`config.mk`:
```
export PLATFORM = sky130hd
export DESIGN_NAME = countdown_timer_param_flat
export DESIGN_NICKNAME = d
export VERILOG_FILES = /design/src/rtl/timer_pkg.sv /design/src/rtl/countdown_timer_param_if.sv /design/src/rtl/countdown_timer_param_bcd_digit_pair.sv /design/src/rtl/countdown_timer_param.sv /design/src/flat_wrapper.sv
export SDC_FILE = /design/constraint.sdc
export NUM_CORES = 1
export LEC_CHECK = 0
export BUFFER_PORTS_ARGS = -buffer_cell sky130_fd_sc_hd__clkbuf_2
export CAP_MARGIN = 20
export CORE_UTILIZATION = 51
export DETAILED_ROUTE_END_ITERATION = 12
export PLACE_DENSITY_LB_ADDON = 0.25
export SYNTH_ARGS = -nofsm -noshare
export SYNTH_HDL_FRONTEND = slang
export SYNTH_SLANG_ARGS = --single-unit
export TNS_END_PERCENT = 10
```
`constraint.sdc`:
```
create_clock -name clk -period 1.9 [get_ports clk]
set_input_delay 0.095 -clock clk [delete_from_list [all_inputs] [get_ports clk]]
set_output_delay 0.095 -clock clk [all_outputs]
set_load 0.02 [all_outputs]
```
`src/rtl/timer_pkg.sv`:
```
// Shared types and BCD helpers for the MM:SS countdown timer.
// Holds the 2-bit FSM encoding, the BCD digit type and pair inc/dec functions.
package timer_pkg;

   typedef logic [3:0] bcd_t;
   typedef logic [1:0] state_t;

   localparam state_t ST_SET     = 2'd0;
   localparam state_t ST_PAUSE   = 2'd1;
   localparam state_t ST_RUN     = 2'd2;
   localparam state_t ST_EXPIRED = 2'd3;

   // +1 on a two-digit BCD value, wrapping max -> 00
   function automatic logic [7:0] bcd_pair_inc_wrap(
      input logic [7:0] val,
      input logic [7:0] max
   );
      logic [7:0] r;
      if (val >= max)
         r = 8'h00;
      else if (val[3:0] == 4'd9)
         r = {val[7:4] + 4'd1, 4'd0};
      else
         r = {val[7:4], val[3:0] + 4'd1};
      return r;
   endfunction

   // -1 on a two-digit BCD value; returns {borrow, value}.
   // Borrow is set exactly when val is 00, which then wraps to {hi_wrap,9}.
   function automatic logic [8:0] bcd_pair_dec(
      input logic [7:0] val,
      input bcd_t       hi_wrap
   );
      logic [8:0] r;
      if (val[3:0] != 4'd0)
         r = {1'b0, val[7:4], val[3:0] - 4'd1};
      else if (val[7:4] != 4'd0)
         r = {1'b0, val[7:4] - 4'd1, 4'd9};
      else
         r = {1'b1, hi_wrap, 4'd9};
      return r;
   endfunction

endpackage

```
`src/rtl/countdown_timer_param_if.sv`:
```
// Control/display bundle of the countdown timer.
// master: tick_en, setting, set_sec, set_min, run out; val0..3, led, done, running in.
interface countdown_timer_param_if #(
   parameter int LED_W = 16
);
   import timer_pkg::*;

   logic             tick_en;
   logic             setting;
   logic             set_sec;
   logic             set_min;
   logic             run;
   bcd_t             val0;
   bcd_t             val1;
   bcd_t             val2;
   bcd_t             val3;
   logic [LED_W-1:0] led;
   logic             done;
   logic             running;

   modport master (
      output tick_en, setting, set_sec, set_min, run,
      input  val0, val1, val2, val3, led, done, running
   );

   modport slave (
      input  tick_en, setting, set_sec, set_min, run,
      output val0, val1, val2, val3, led, done, running
   );

endinterface

```
`src/rtl/countdown_timer_param_bcd_digit_pair.sv`:
```
// Two-digit BCD register: load, inc with wrap at MAX, dec with borrow.
// Ports: clk, rst_n (sync, low), load/load_val, inc, dec, q, borrow (q==00).
module bcd_digit_pair
   import timer_pkg::*;
#(
   parameter logic [7:0] MAX     = 8'h59,
   parameter bcd_t       HI_WRAP = 4'd5
) (
   input  logic       clk,
   input  logic       rst_n,
   input  logic       load,
   input  logic [7:0] load_val,
   input  logic       inc,
   input  logic       dec,
   output logic [7:0] q,
   output logic       borrow
);

   logic [8:0] dec_r;

   assign dec_r  = bcd_pair_dec(q, HI_WRAP);
   assign borrow = dec_r[8];

   always_ff @(posedge clk) begin
      if (!rst_n)
         q <= 8'h00;
      else if (load)
         q <= load_val;
      else if (inc)
         q <= bcd_pair_inc_wrap(q, MAX);
      else if (dec)
         q <= dec_r[7:0];
   end

endmodule

```
`src/rtl/countdown_timer_param.sv`:
```
// MM:SS countdown timer with settable preset, run/pause and a done pulse.
// Ports: clk, rst_n (sync, low), bus (slave). AUTO_RELOAD_EN: periodic reload.
module countdown_timer_param
   import timer_pkg::*;
#(
   parameter logic [7:0] MIN_MAX = 8'h23,
   parameter logic [7:0] SEC_MAX = 8'h59,
   parameter int         LED_W   = 16
) (
   input  logic                   clk,
   input  logic                   rst_n,
   countdown_timer_param_if.slave bus
);

   state_t           state;
   state_t           nxt;
   logic [7:0]       p_sec;
   logic [7:0]       p_min;
   logic [7:0]       p_sec_nxt;
   logic [7:0]       p_min_nxt;
   logic [7:0]       c_sec;
   logic [7:0]       c_min;
   logic             sec_zero;
   logic             min_zero;
   logic             run_tick;
   logic             expire;
   logic             reload;
   logic             load;
   logic [LED_W-1:0] led_q;
   logic             done_q;
   logic             running_q;

   always_comb begin
      p_sec_nxt = p_sec;
      p_min_nxt = p_min;
      if (bus.setting && bus.set_sec)
         p_sec_nxt = bcd_pair_inc_wrap(p_sec, SEC_MAX);
      if (bus.setting && bus.set_min)
         p_min_nxt = bcd_pair_inc_wrap(p_min, MIN_MAX);
   end

   // a zero count in RUN only exists for one cycle after an auto-reload expiry
   assign run_tick = (state == ST_RUN) && bus.tick_en && !bus.setting
                     && !(sec_zero && min_zero);
   assign expire   = run_tick && min_zero && (c_sec == 8'h01);

`ifdef AUTO_RELOAD_EN
   assign reload = (state == ST_RUN) && !bus.setting
                   && sec_zero && min_zero;
`else
   assign reload = 1'b0;
`endif

   // in SET the count tracks the next preset so val* shows edits at once
   assign load = bus.setting || reload;

   bcd_digit_pair #(
      .MAX     (SEC_MAX),
      .HI_WRAP (4'd5)
   ) u_sec (
      .clk      (clk),
      .rst_n    (rst_n),
      .load     (load),
      .load_val (p_sec_nxt),
      .inc      (1'b0),
      .dec      (run_tick),
      .q        (c_sec),
      .borrow   (sec_zero)
   );

   bcd_digit_pair #(
      .MAX     (MIN_MAX),
      .HI_WRAP (4'd9)
   ) u_min (
      .clk      (clk),
      .rst_n    (rst_n),
      .load     (load),
      .load_val (p_min_nxt),
      .inc      (1'b0),
      .dec      (run_tick && sec_zero),
      .q        (c_min),
      .borrow   (min_zero)
   );

   always_comb begin
      nxt = state;
      if (bus.setting) begin
         nxt = ST_SET;
      end else begin
         case (state)
            ST_SET:
               if (p_sec == 8'h00 && p_min == 8'h00)
                  nxt = ST_EXPIRED;
               else
                  nxt = bus.run ? ST_RUN : ST_PAUSE;
            ST_PAUSE, ST_RUN:
               nxt = bus.run ? ST_RUN : ST_PAUSE;
            default:
               nxt = ST_EXPIRED;
         endcase
`ifndef AUTO_RELOAD_EN
         if (expire)
            nxt = ST_EXPIRED;
`endif
      end
   end

   always_ff @(posedge clk) begin
      if (!rst_n) begin
         state     <= ST_EXPIRED;
         p_sec     <= 8'h00;
         p_min     <= 8'h00;
         led_q     <= '1;
         done_q    <= 1'b0;
         running_q <= 1'b0;
      end else begin
         state     <= nxt;
         p_sec     <= p_sec_nxt;
         p_min     <= p_min_nxt;
         led_q     <= {LED_W{(nxt == ST_EXPIRED) || expire}};
         done_q    <= expire;
         running_q <= (nxt == ST_RUN);
      end
   end

   assign bus.val0    = c_sec[3:0];
   assign bus.val1    = c_sec[7:4];
   assign bus.val2    = c_min[3:0];
   assign bus.val3    = c_min[7:4];
   assign bus.led     = led_q;
   assign bus.done    = done_q;
   assign bus.running = running_q;

endmodule

```
`src/flat_wrapper.sv`:
```
// flat-port wrapper written by rule: the top's interface ports become plain ports
module countdown_timer_param_flat import timer_pkg::*;
#(
   parameter logic [7:0] MIN_MAX = 8'h23,
   parameter logic [7:0] SEC_MAX = 8'h59,
   parameter int         LED_W   = 16
)
  (clk, rst_n, bus_tick_en, bus_setting, bus_set_sec, bus_set_min, bus_run, bus_val0, bus_val1, bus_val2, bus_val3, bus_led, bus_done, bus_running);
  countdown_timer_param_if #(.LED_W(LED_W)) bus_i ();
  input  logic clk;
  input  logic rst_n;
  input wire logic [$bits(bus_i.tick_en)-1:0] bus_tick_en;
  input wire logic [$bits(bus_i.setting)-1:0] bus_setting;
  input wire logic [$bits(bus_i.set_sec)-1:0] bus_set_sec;
  input wire logic [$bits(bus_i.set_min)-1:0] bus_set_min;
  input wire logic [$bits(bus_i.run)-1:0] bus_run;
  output wire logic [$bits(bus_i.val0)-1:0] bus_val0;
  output wire logic [$bits(bus_i.val1)-1:0] bus_val1;
  output wire logic [$bits(bus_i.val2)-1:0] bus_val2;
  output wire logic [$bits(bus_i.val3)-1:0] bus_val3;
  output wire logic [$bits(bus_i.led)-1:0] bus_led;
  output wire logic [$bits(bus_i.done)-1:0] bus_done;
  output wire logic [$bits(bus_i.running)-1:0] bus_running;
  assign bus_i.tick_en = bus_tick_en;
  assign bus_i.setting = bus_setting;
  assign bus_i.set_sec = bus_set_sec;
  assign bus_i.set_min = bus_set_min;
  assign bus_i.run = bus_run;
  assign bus_val0 = bus_i.val0;
  assign bus_val1 = bus_i.val1;
  assign bus_val2 = bus_i.val2;
  assign bus_val3 = bus_i.val3;
  assign bus_led = bus_i.led;
  assign bus_done = bus_i.done;
  assign bus_running = bus_i.running;
  countdown_timer_param #(.MIN_MAX(MIN_MAX), .SEC_MAX(SEC_MAX), .LED_W(LED_W)) u_core (.clk(clk), .rst_n(rst_n), .bus(bus_i));
endmodule
```
==> flow_summary.ini, run 1 <==
[layout]
fin_area_um2 = 3130
post-route-util_pct = 65.8
drive_gt1_share_pct = 32.9
area_delta_synth_final_pct = 23.7
fin_cells = 426
nets = 381
num_antenna_cells = 0

[timing]
finClkSkew_ns = 0.00693
slew_headroom_pct = 48.4
min_period_over_period_pct = 96.6
finalCriticalPeriod_ns = 1.83
setup_viol = 0
tightest_slew_ns = 0.773
finalHoldViolations = 0
whs_ns = 0.0875
maxSlewViolCount = 0
setup_tns_ns = 0
clock.fmax_mhz = 545

[synth]
synth.top_cells.by_count = 37 x dfxtp_1, 21 x inv_1, 17 x a21oi_1
synth-seq-cells = 37
synth_top_family_by_area = compound AO/OA/AOI/OAI gates
synth.area.top_cells = dfxtp_1 29%, ha_1 7.4%, buf_4 4.5%, a21oi_1 3.4%, a211oi_1 3.3%
synth_edf_count = 0
netlist.area_leader.share_pct = 29.3
synth-main-ff-cell = dfxtp_1
ys_seq_area_share_pct = 29.3
synthAdderAreaFrac_pct = 7.42
synth_nets = 327
yosysMostFrequentCell = dfxtp_1
synth-async-reset-ratio_pct = 0
synth_simple_gate_area_share_pct = 23.4
ys_warn_count = 0
synth.distinct_cells = 65
synth.cell_area_um2 = 2530
synth_xor_area_share_pct = 1.04
synth_area_leader_cell = dfxtp_1
syn_inst = 305
synth_compound_area_share_pct = 27.4
synth_mux_area_share_pct = 1.19
synth_area_per_cell_um2 = 8.29

[power_and_ir_drop]
leakagePower_nw = 1.35
seq_power_share_pct = 43.9
power_switching_w = 0.000597
p_per_area_nw_per_um2 = 606
intPower_w = 0.00130
combPwrFrac_pct = 26.8
switching_share_pct = 31.5
clkPwrFrac_pct = 29.4
ir_worst_vdd_mv = 0.330

[clock_tree]
numClockSinks = 37
clk_path_buf_depth = 2
numCtsBuffers = 5
htreeDepth = 2
clk_pin_slew_ns = 0.07
cts_tree = built
clock_latency_ns = 0.29
root_buffer = clkbuf_8
ctsHoldBuffers = 0

[placement]
dpl.hpwl_um = 4830
place.gp.congestion = 0.856
dp.cells = 418
portBuffers = 40
dpl_cell_area_um2 = 2940

[global_route]
antenna_found_initial = 0
first_global_vias = 2215
grt_use_total_pct = 25.5
grt_overflow = 0
grt_max_degree = 21
grt_first_pass_wirelength_um = 10500

[drt]
drc = 0
postRouteAntennaNets = 0
drt_iter0_markers = 190
vias = 2482
vias_per_cell = 5.83
dr.pass1.iters = 4
wl_um = 6460
wl_per_cell_um = 15.2

[setup_path]
cp_max_fo = 6
critPathMaxStageDelay_ns = 0.44
cp.required_ns = 2.04
crit_slowest_cell = or3b_4
end_kind = flip-flop
startpoint_type = flip-flop
critPathArrivalTime_ns = 1.97
crit_chain = inv_1, ha_4, or3b_4, nor4_4, buf_4, a21o_1, a311oi_2
critPathKind = reg -> reg

[floorplanning]
num_rows = 25
die_area_um2 = 5240
io_pins = 41
coreArea_um2 = 4750
die_width_um = 72.4
start_util_pct = 53.2
die_h_um = 72.4

[flow_run]
cap_violations = 0

[status]
outcome = finished, final reports clean

[min_path]
worstHoldPathType = in -> reg
-- worst paths after layout --
kind / start / endpoint / slack, ns / cells after the start
worst max-delay path: u_core.u_sec.q[5]$_SDFFE_PN0P_ / u_core.u_min.q[4]$_SDFFE_PN0P_ / 0.07 / 7
worst max register to register: u_core.u_sec.q[5]$_SDFFE_PN0P_ / u_core.u_min.q[4]$_SDFFE_PN0P_ / 0.07 / 7
worst min-delay path: bus_run / u_core.bus.running$_SDFF_PN0_ / 0.09 / 3
worst min register to register: u_core.p_sec[7]$_SDFF_PN0_ / u_core.p_sec[7]$_SDFF_PN0_ / 0.54 / 1
-- final cells by class --
type	count	area, um2
multi-input cells	214	1630
well taps	67	83.8
inverters	21	78.8
fillers	410	1630
flip-flops and latches	37	741
clock buffers	7	86.3
repair buffers	80	504
-- what timing repair did --
item | CTS | global route
pin swaps | 1 | 6
setup buffers | 0 | 1
endpoints found under the setup margin | 4 | 15
gates resized for setup | 2 | 22
-- kinds of logic (layout without fill, tap and decap cells) --
logic type               count (synthesis)  in the layout
AO/OA/AOI/OAI                           93             93
XOR/XNOR                                 3              3
adder cells (fa/ha/maj)                 15             15
buffers and inverters                   54            108
flip-flops                              37             37
multiplexers                             3              3
AND/OR/NAND/NOR                        100            100
-- sequential cells by signal, indices dropped and copies added (netlist names) --
signal	count
u_core.p_min	8
u_core.u_min.q	8
u_core.bus.running	1
u_core.u_sec.q	8
u_core.bus.done	1
u_core.p_sec	8
u_core.bus.led	1
u_core.state	2
-- metrics by stage --
stage | setup WS, ns | total power [W]
after floorplan | -0.0473 | 0.00119
after global placement | 0.0313 | 0.00131
after detailed placement | -0.0519 | 0.00132
after CTS | 0.00387 | 0.00187
after global routing | -0.00394 | 0.00199
final | 0.0655 | 0.00190
-- metal layers --
| layer | wire (um) | vias to the layer above | track usage (%) |
|---|---|---|---|
| met3 | 324 | 6 | 5.00 |
| met1 | 3200 | 1158 | 36.9 |
| met4 | 37 | 0 | 6.10 |
| li1 | - | 1244 | - |
| met2 | 2900 | 74 | 38.9 |
| met5 | 0 | - | 0 |
-- power groups by stage --
stage / logic [W] / registers [W] / clock network (W)
6_report: 0.000507 / 0.000832 / 0.000556
5_1_grt: 0.000551 / 0.000837 / 0.000600
4_1_cts: 0.000474 / 0.000831 / 0.000564
3_5_place_dp: 0.000467 / 0.000849 / 0
3_3_place_gp: 0.000463 / 0.000846 / 0
2_1_floorplan: 0.000302 / 0.000883 / 0
-- cells in the final DEF (no fill, tap or decap), drive strengths merged, types with 3 or more instances in the layout --
master / netlist / final
a211oi: 11 / 11
a21o: 4 / 4
a21oi: 17 / 17
a221oi: 5 / 5
a311oi: 4 / 4
and3: 7 / 7
buf: 18 / 40
clkbuf: 15 / 47
dfxtp: 37 / 37
ha: 15 / 15
inv: 21 / 21
mux2i: 3 / 3
nand2: 11 / 11
nand2b: 3 / 3
nand3: 12 / 12
nand3b: 5 / 5
nand4: 5 / 5
nor2: 16 / 16
nor3: 13 / 13
nor4: 5 / 5
o21a: 3 / 3
o21ai: 11 / 11
o22ai: 3 / 3
o311a: 3 / 3
o31ai: 6 / 6
or3: 4 / 4
or4: 4 / 4
-- critical path, delay by kind of cell (launching register included) --
kind | cells | cell delay (ns)
simple gates | 2 | 0.66
flops | 1 | 0.32
compound gates | 2 | 0.29
buf+inv | 2 | 0.27
fa+ha+maj | 1 | 0.14
Note: power is estimated with default switching activity, not from simulation.
==> inputs of run 2 (changes only) <==
Settings changed: ABC_AREA from default to 1, CORE_UTILIZATION 51 to 60.
Clock period 1.9 ns to 2.15 ns, I/O delays scaled along.
==> flow_summary.ini, run 2 <==
[synth]
netlist.area_leader.share_pct = 30.9
yosysMostFrequentCell = nand2_1
ys_warn_count = 0
synth.top_cells.by_count = 72 x nand2_1, 57 x nor2_1, 45 x inv_1, 37 x dfxtp_1, 35 x nand3_1
synth.distinct_cells = 29
synth-async-reset-ratio_pct = 0
syn_inst = 362
synth_area_per_cell_um2 = 6.62
synth_area_leader_cell = dfxtp_1
synth.cell_area_um2 = 2400
synth_edf_count = 0
ys_seq_area_share_pct = 30.9
synth-seq-cells = 37
synth.area.top_cells = dfxtp_1 31%, nand2_1 11%, nor2_1 8.9%, ha_1 7.8%, nand3_1 7.3%
synth_nets = 384
synth-main-ff-cell = dfxtp_1

[drt]
wl_per_cell_um = 11.5
vias_per_cell = 5.23
dr.pass1.iters = 4
vias = 2300
postRouteAntennaNets = 0
drt_iter0_markers = 180
wl_um = 5080
drc = 0

[min_path]
hp-start = rst_n
worstHoldPathType = in -> reg

[setup_path]
startpoint_type = flip-flop
crit_start = u_core.state[0]$_SDFF_PN1_
rr_startpoint = u_core.state[0]$_SDFF_PN1_
crit_chain = inv_1, ha_1, nand2_1, nor2_1, nand2_2, o21ai_0, nand3_1, nand3_1, inv_1
end_kind = flip-flop
critPathMaxStageDelay_ns = 0.35
path_delay_family = simple AND/OR/NAND/NOR gates
critPathArrivalTime_ns = 1.83
worst_r2r_endpoint = u_core.u_sec.q[2]$_SDFFE_PN0P_
cp_num_cells = 9
crit_path_end = u_core.u_sec.q[2]$_SDFFE_PN0P_
critPathKind = reg -> reg
worst-r2r-setup-slack_ns = 0.52
cp_num_buf_inv = 2
reg2reg_depth = 9
cp_max_fo = 7
crit_slowest_cell = nor2_1
cp.required_ns = 2.34

[clock_tree]
cts_tree = built
cts_resized = 0
ctsHoldBuffers = 0
clock_latency_ns = 0.29
root_buffer = clkbuf_8
numClockSinks = 37
numCtsBuffers = 5
post-cts-setup-buffers = 0
clk_path_buf_depth = 2
clk_pin_slew_ns = 0.07
htreeDepth = 2

[power_and_ir_drop]
p_per_area_nw_per_um2 = 626
leakagePower_nw = 1.31
ir_worst_vdd_mv = 0.533

[global_route]
grt_overflow = 0
grt_first_pass_wirelength_um = 8560
first_global_vias = 2014
grt_max_degree = 20
grt_use_total_pct = 26.0
antenna_found_initial = 0

[floorplanning]
num_rows = 22
die_width_um = 65.2
start_util_pct = 64.0
coreArea_um2 = 3740
die_area_um2 = 4250
io_pins = 41
die_h_um = 65.2

[layout]
final_common_cell = nand2_1
drive_gt1_share_pct = 17.9
area_delta_synth_final_pct = 9.29
final_cell_mix = 72 x nand2_1, 57 x nor2_1, 45 x inv_1, 40 x clkbuf_2, 37 x dfxtp_1
num_antenna_cells = 0
fillers = 354
nets = 413

[timing]
setup_viol = 0
finalCriticalPeriod_ns = 1.63
min_period_over_period_pct = 75.9
whs_ns = 0.0962
finalHoldViolations = 0
setup_tns_ns = 0
tightest_slew_ns = 0.443
grt_setup_unrepaired = no
slew_headroom_pct = 70.4
maxSlewViolCount = 0
clock.fmax_mhz = 613
finClkSkew_ns = 0.00590

[placement]
dpl.hpwl_um = 3930
portBuffers = 40
place.gp.congestion = 0.851

[status]
outcome = finished, final reports clean

[flow_run]
cap_violations = 0
## run 2: routing by layer
metal / wire (um) / global-route usage, % / vias to the layer above / part of all wire [%]
met5: 0 / 0 / - / 0
met4: 107 / 8.97 / 0 / 2.1
met3: 216 / 6.94 / 13 / 4.3
met2: 2460 / 44.7 / 56 / 48
met1: 2300 / 30.9 / 1036 / 45
li1: - / - / 1195 / -
## run 2: worst min-delay path by stage
stage,end,slack (ns),cells past startpoint
finish,u_core.u_sec.q[3]$_SDFFE_PN0P_,0.1,3
global route,u_core.bus.done$_SDFF_PN0_,0.09,3
CTS,u_core.u_sec.q[3]$_SDFFE_PN0P_,0.1,3
detailed placement,u_core.u_sec.q[3]$_SDFFE_PN0P_,0.40,3
global placement,u_core.u_sec.q[3]$_SDFFE_PN0P_,0.39,3
floorplan,u_core.p_min[6]$_SDFF_PN0_,0.30,3
## run 2: where the power goes
part / switching [W] / internal, W / total (W)
Clock: 0.000242 / 0.000225 / 0.000467
Combinational: 0.000279 / 0.000136 / 0.000415
Sequential: 0.0000388 / 0.000719 / 0.000758
## run 2: logic make-up after synthesis
family	count (synthesis)	synth area share, %
fa+ha+maj	15	7.83
compound gates	40	8.82
simple gates	196	37.4
flops	37	30.9
buf+inv	70	13.6
xor+xnor	4	1.46
## run 2: metrics by stage
step / instances / total power (W) / instance area (um2) / setup WS [ns] / utilization, %
finish: 440 / 0.00164 / 2620 / 0.517 / 70.0
global route: 440 / 0.00174 / 2620 / 0.347 / 70.0
CTS: 440 / 0.00164 / 2620 / 0.506 / 70.0
detailed placement: 432 / 0.00119 / 2540 / 0.529 / 67.8
global placement: 432 / 0.00118 / 2540 / 0.602 / 67.8
floorplan: 362 / 0.00111 / 2400 / 0.549 / -
## run 2: area by class of cell
cell class	instances	area (um2)	area share, %
clock buffers	6	72.6	2.77
inverters	49	184	7.02
well taps	48	60.1	2.29
flip-flops and latches	37	741	28.3
clock inverters	2	10.0	0.382
multi-input cells	255	1330	50.8
repair buffers	43	223	8.50
## run 2: worst register-to-register path: cells and delay by family (launching register included)
family	cells	cell delay (ns)
compound gates	1	0.20
fa+ha+maj	1	0.14
buf+inv	2	0.12
flops	1	0.32
simple gates	5	0.76
==> inputs of run 3 (changes only) <==
Settings changed: CORE_UTILIZATION 60 to 51.
Clock period 2.15 ns to 1.35 ns, I/O delays scaled along.
==> flow_summary.ini, run 3 (synthesis gave the netlist of run 2 again) <==
[power_and_ir_drop]
ir_worst_vdd_mv = 0.561
leakagePower_nw = 1.68
p_per_area_nw_per_um2 = 854
design_power_total_w = 0.00296

[setup_path]
rr_startpoint = u_core.p_min[5]$_SDFF_PN0_
critPathKind = reg -> reg
reg2reg_depth = 8
cp.required_ns = 1.54
crit_chain = inv_1, ha_4, nor3_4, nor2_2, nand2_4, nor2_4, nor3_4, nor2_1
worst_r2r_endpoint = u_core.u_min.q[5]$_SDFFE_PN0P_
end_kind = flip-flop
critPathMaxStageDelay_ns = 0.34
crit_path_end = u_core.u_min.q[5]$_SDFFE_PN0P_
cp_max_fo = 3
worst-r2r-setup-slack_ns = -0.07
crit_start = u_core.p_min[5]$_SDFF_PN0_
startpoint_type = flip-flop
critPathArrivalTime_ns = 1.61
crit_slowest_cell = dfxtp_2
cp_common_cell = nor3_4

[clock_tree]
clk_pin_slew_ns = 0.08
ctsHoldBuffers = 0
numCtsBuffers = 5
cts_tree = built
htreeDepth = 2
clock_latency_ns = 0.30
root_buffer = clkbuf_8
numClockSinks = 37
clk_path_buf_depth = 2

[layout]
nets = 467
fillers = 316
area_delta_synth_final_pct = 44.5
final_common_cell = nand2_1
num_antenna_cells = 0
final_cell_mix = 60 x nand2_1, 52 x buf_4, 49 x nor2_1, 40 x clkbuf_2, 33 x inv_1
drive_gt1_share_pct = 46.6

[timing]
min_period_over_period_pct = 105
finalHoldViolations = 0
maxSlewViolCount = 0
setup_viol = 22
tightest_slew_ns = 0.423
clock.fmax_mhz = 704
slew_headroom_pct = 71.6
grt_setup_unrepaired = yes
finClkSkew_ns = 0.00761
worst_slack_ns = -0.0702
finalCriticalPeriod_ns = 1.42

[drt]
wl_um = 6780
vias = 2613
vias_per_cell = 5.25
drt_iter0_markers = 119
postRouteAntennaNets = 0
wl_per_cell_um = 13.6
dr.pass1.iters = 9
drc = 10

[floorplanning]
start_util_pct = 53.9
coreArea_um2 = 4440
io_pins = 41
die_width_um = 70.6
die_area_um2 = 4980
num_rows = 24
die_h_um = 70.6

[global_route]
grt_use_total_pct = 27.7
grt_overflow = 0
grt_max_degree = 21
grt_use_met1_pct = 30.4
grt_first_pass_wirelength_um = 10800
first_global_vias = 2448
antenna_found_initial = 0
grt.busiest_layer = met2
grt_use_met2_pct = 54.4
met3_usage_pct = 3.70

[placement]
dpl.hpwl_um = 4520
pre_cts_ws_ns = -0.175
place.gp.congestion = 0.858
portBuffers = 40

[status]
outcome = complete, but fails checks
violations = design-rule violations, negative setup slack

[flow_run]
cap_violations = 0

[min_path]
worstHoldPathType = in -> reg
[run 3: cell count changes in the layout (fill, tap and decap cells not counted), sizes merged]
cell	before	now
buf	3	57
[run 3: cell type report]
type,count,area [um2],area share (%)
multi-input cells,255,1690,48.7
flip-flops and latches,37,781,22.5
repair buffers,97,656,18.9
inverters,49,194,5.60
clock buffers,6,72.6,2.09
well taps,52,65.1,1.88
clock inverters,2,10.0,0.289
[run 3: critical path, delay by kind of cell, from the launching register on]
kind / cells / cell delay [ns]
AND/OR/NAND/NOR: 6 / 0.65
flip-flops: 1 / 0.34
adder cells (fa/ha/maj): 1 / 0.24
buffers and inverters: 1 / 0.07
[run 3: worst min path at each step]
stage                            from  cells after the start                             end
final                           rst_n                      3  u_core.u_sec.q[3]$_SDFFE_PN0P_
after global routing            rst_n                      3      u_core.p_sec[3]$_SDFF_PN0_
after CTS                       rst_n                      3  u_core.u_sec.q[3]$_SDFFE_PN0P_
after detailed placement  bus_set_min                      4      u_core.p_min[6]$_SDFF_PN0_
after global placement    bus_set_min                      4      u_core.p_min[7]$_SDFF_PN0_
after floorplan           bus_set_min                      3      u_core.p_min[6]$_SDFF_PN0_
[run 3: through the flow]
stage                      TNS, ns  hold slack (ns)  cell area (um2)  std cells  utilization (%)
final                       -0.792            0.110             3460        498             78.0
after global routing         -2.75            0.113             3460        498             78.0
after CTS                   -0.565           0.0959             3360        498             75.6
after detailed placement     -1.67            0.408             3000        485             67.5
after global placement      -0.694            0.406             3000        485             67.5
after floorplan           -0.00286            0.259             2470        362                -
[run 3: repair_timing]
action                                  CTS  global route
pin swaps                                21            17
endpoints found under the setup margin   26            30
buffers inserted                          5             0
resized for setup                        69            28
[run 3: layer usage]
layer,part of all wire (%),up-vias
met1,40,1208
met3,4.7,13
li1,-,1304
met5,0,-
met2,54,88
met4,1.6,0
[run 3: power by group]
group / total (W) / internal [W] / switching (W)
Clock: 0.000781 / 0.000358 / 0.000423
Sequential: 0.00121 / 0.00115 / 0.0000566
Combinational: 0.000973 / 0.000388 / 0.000585
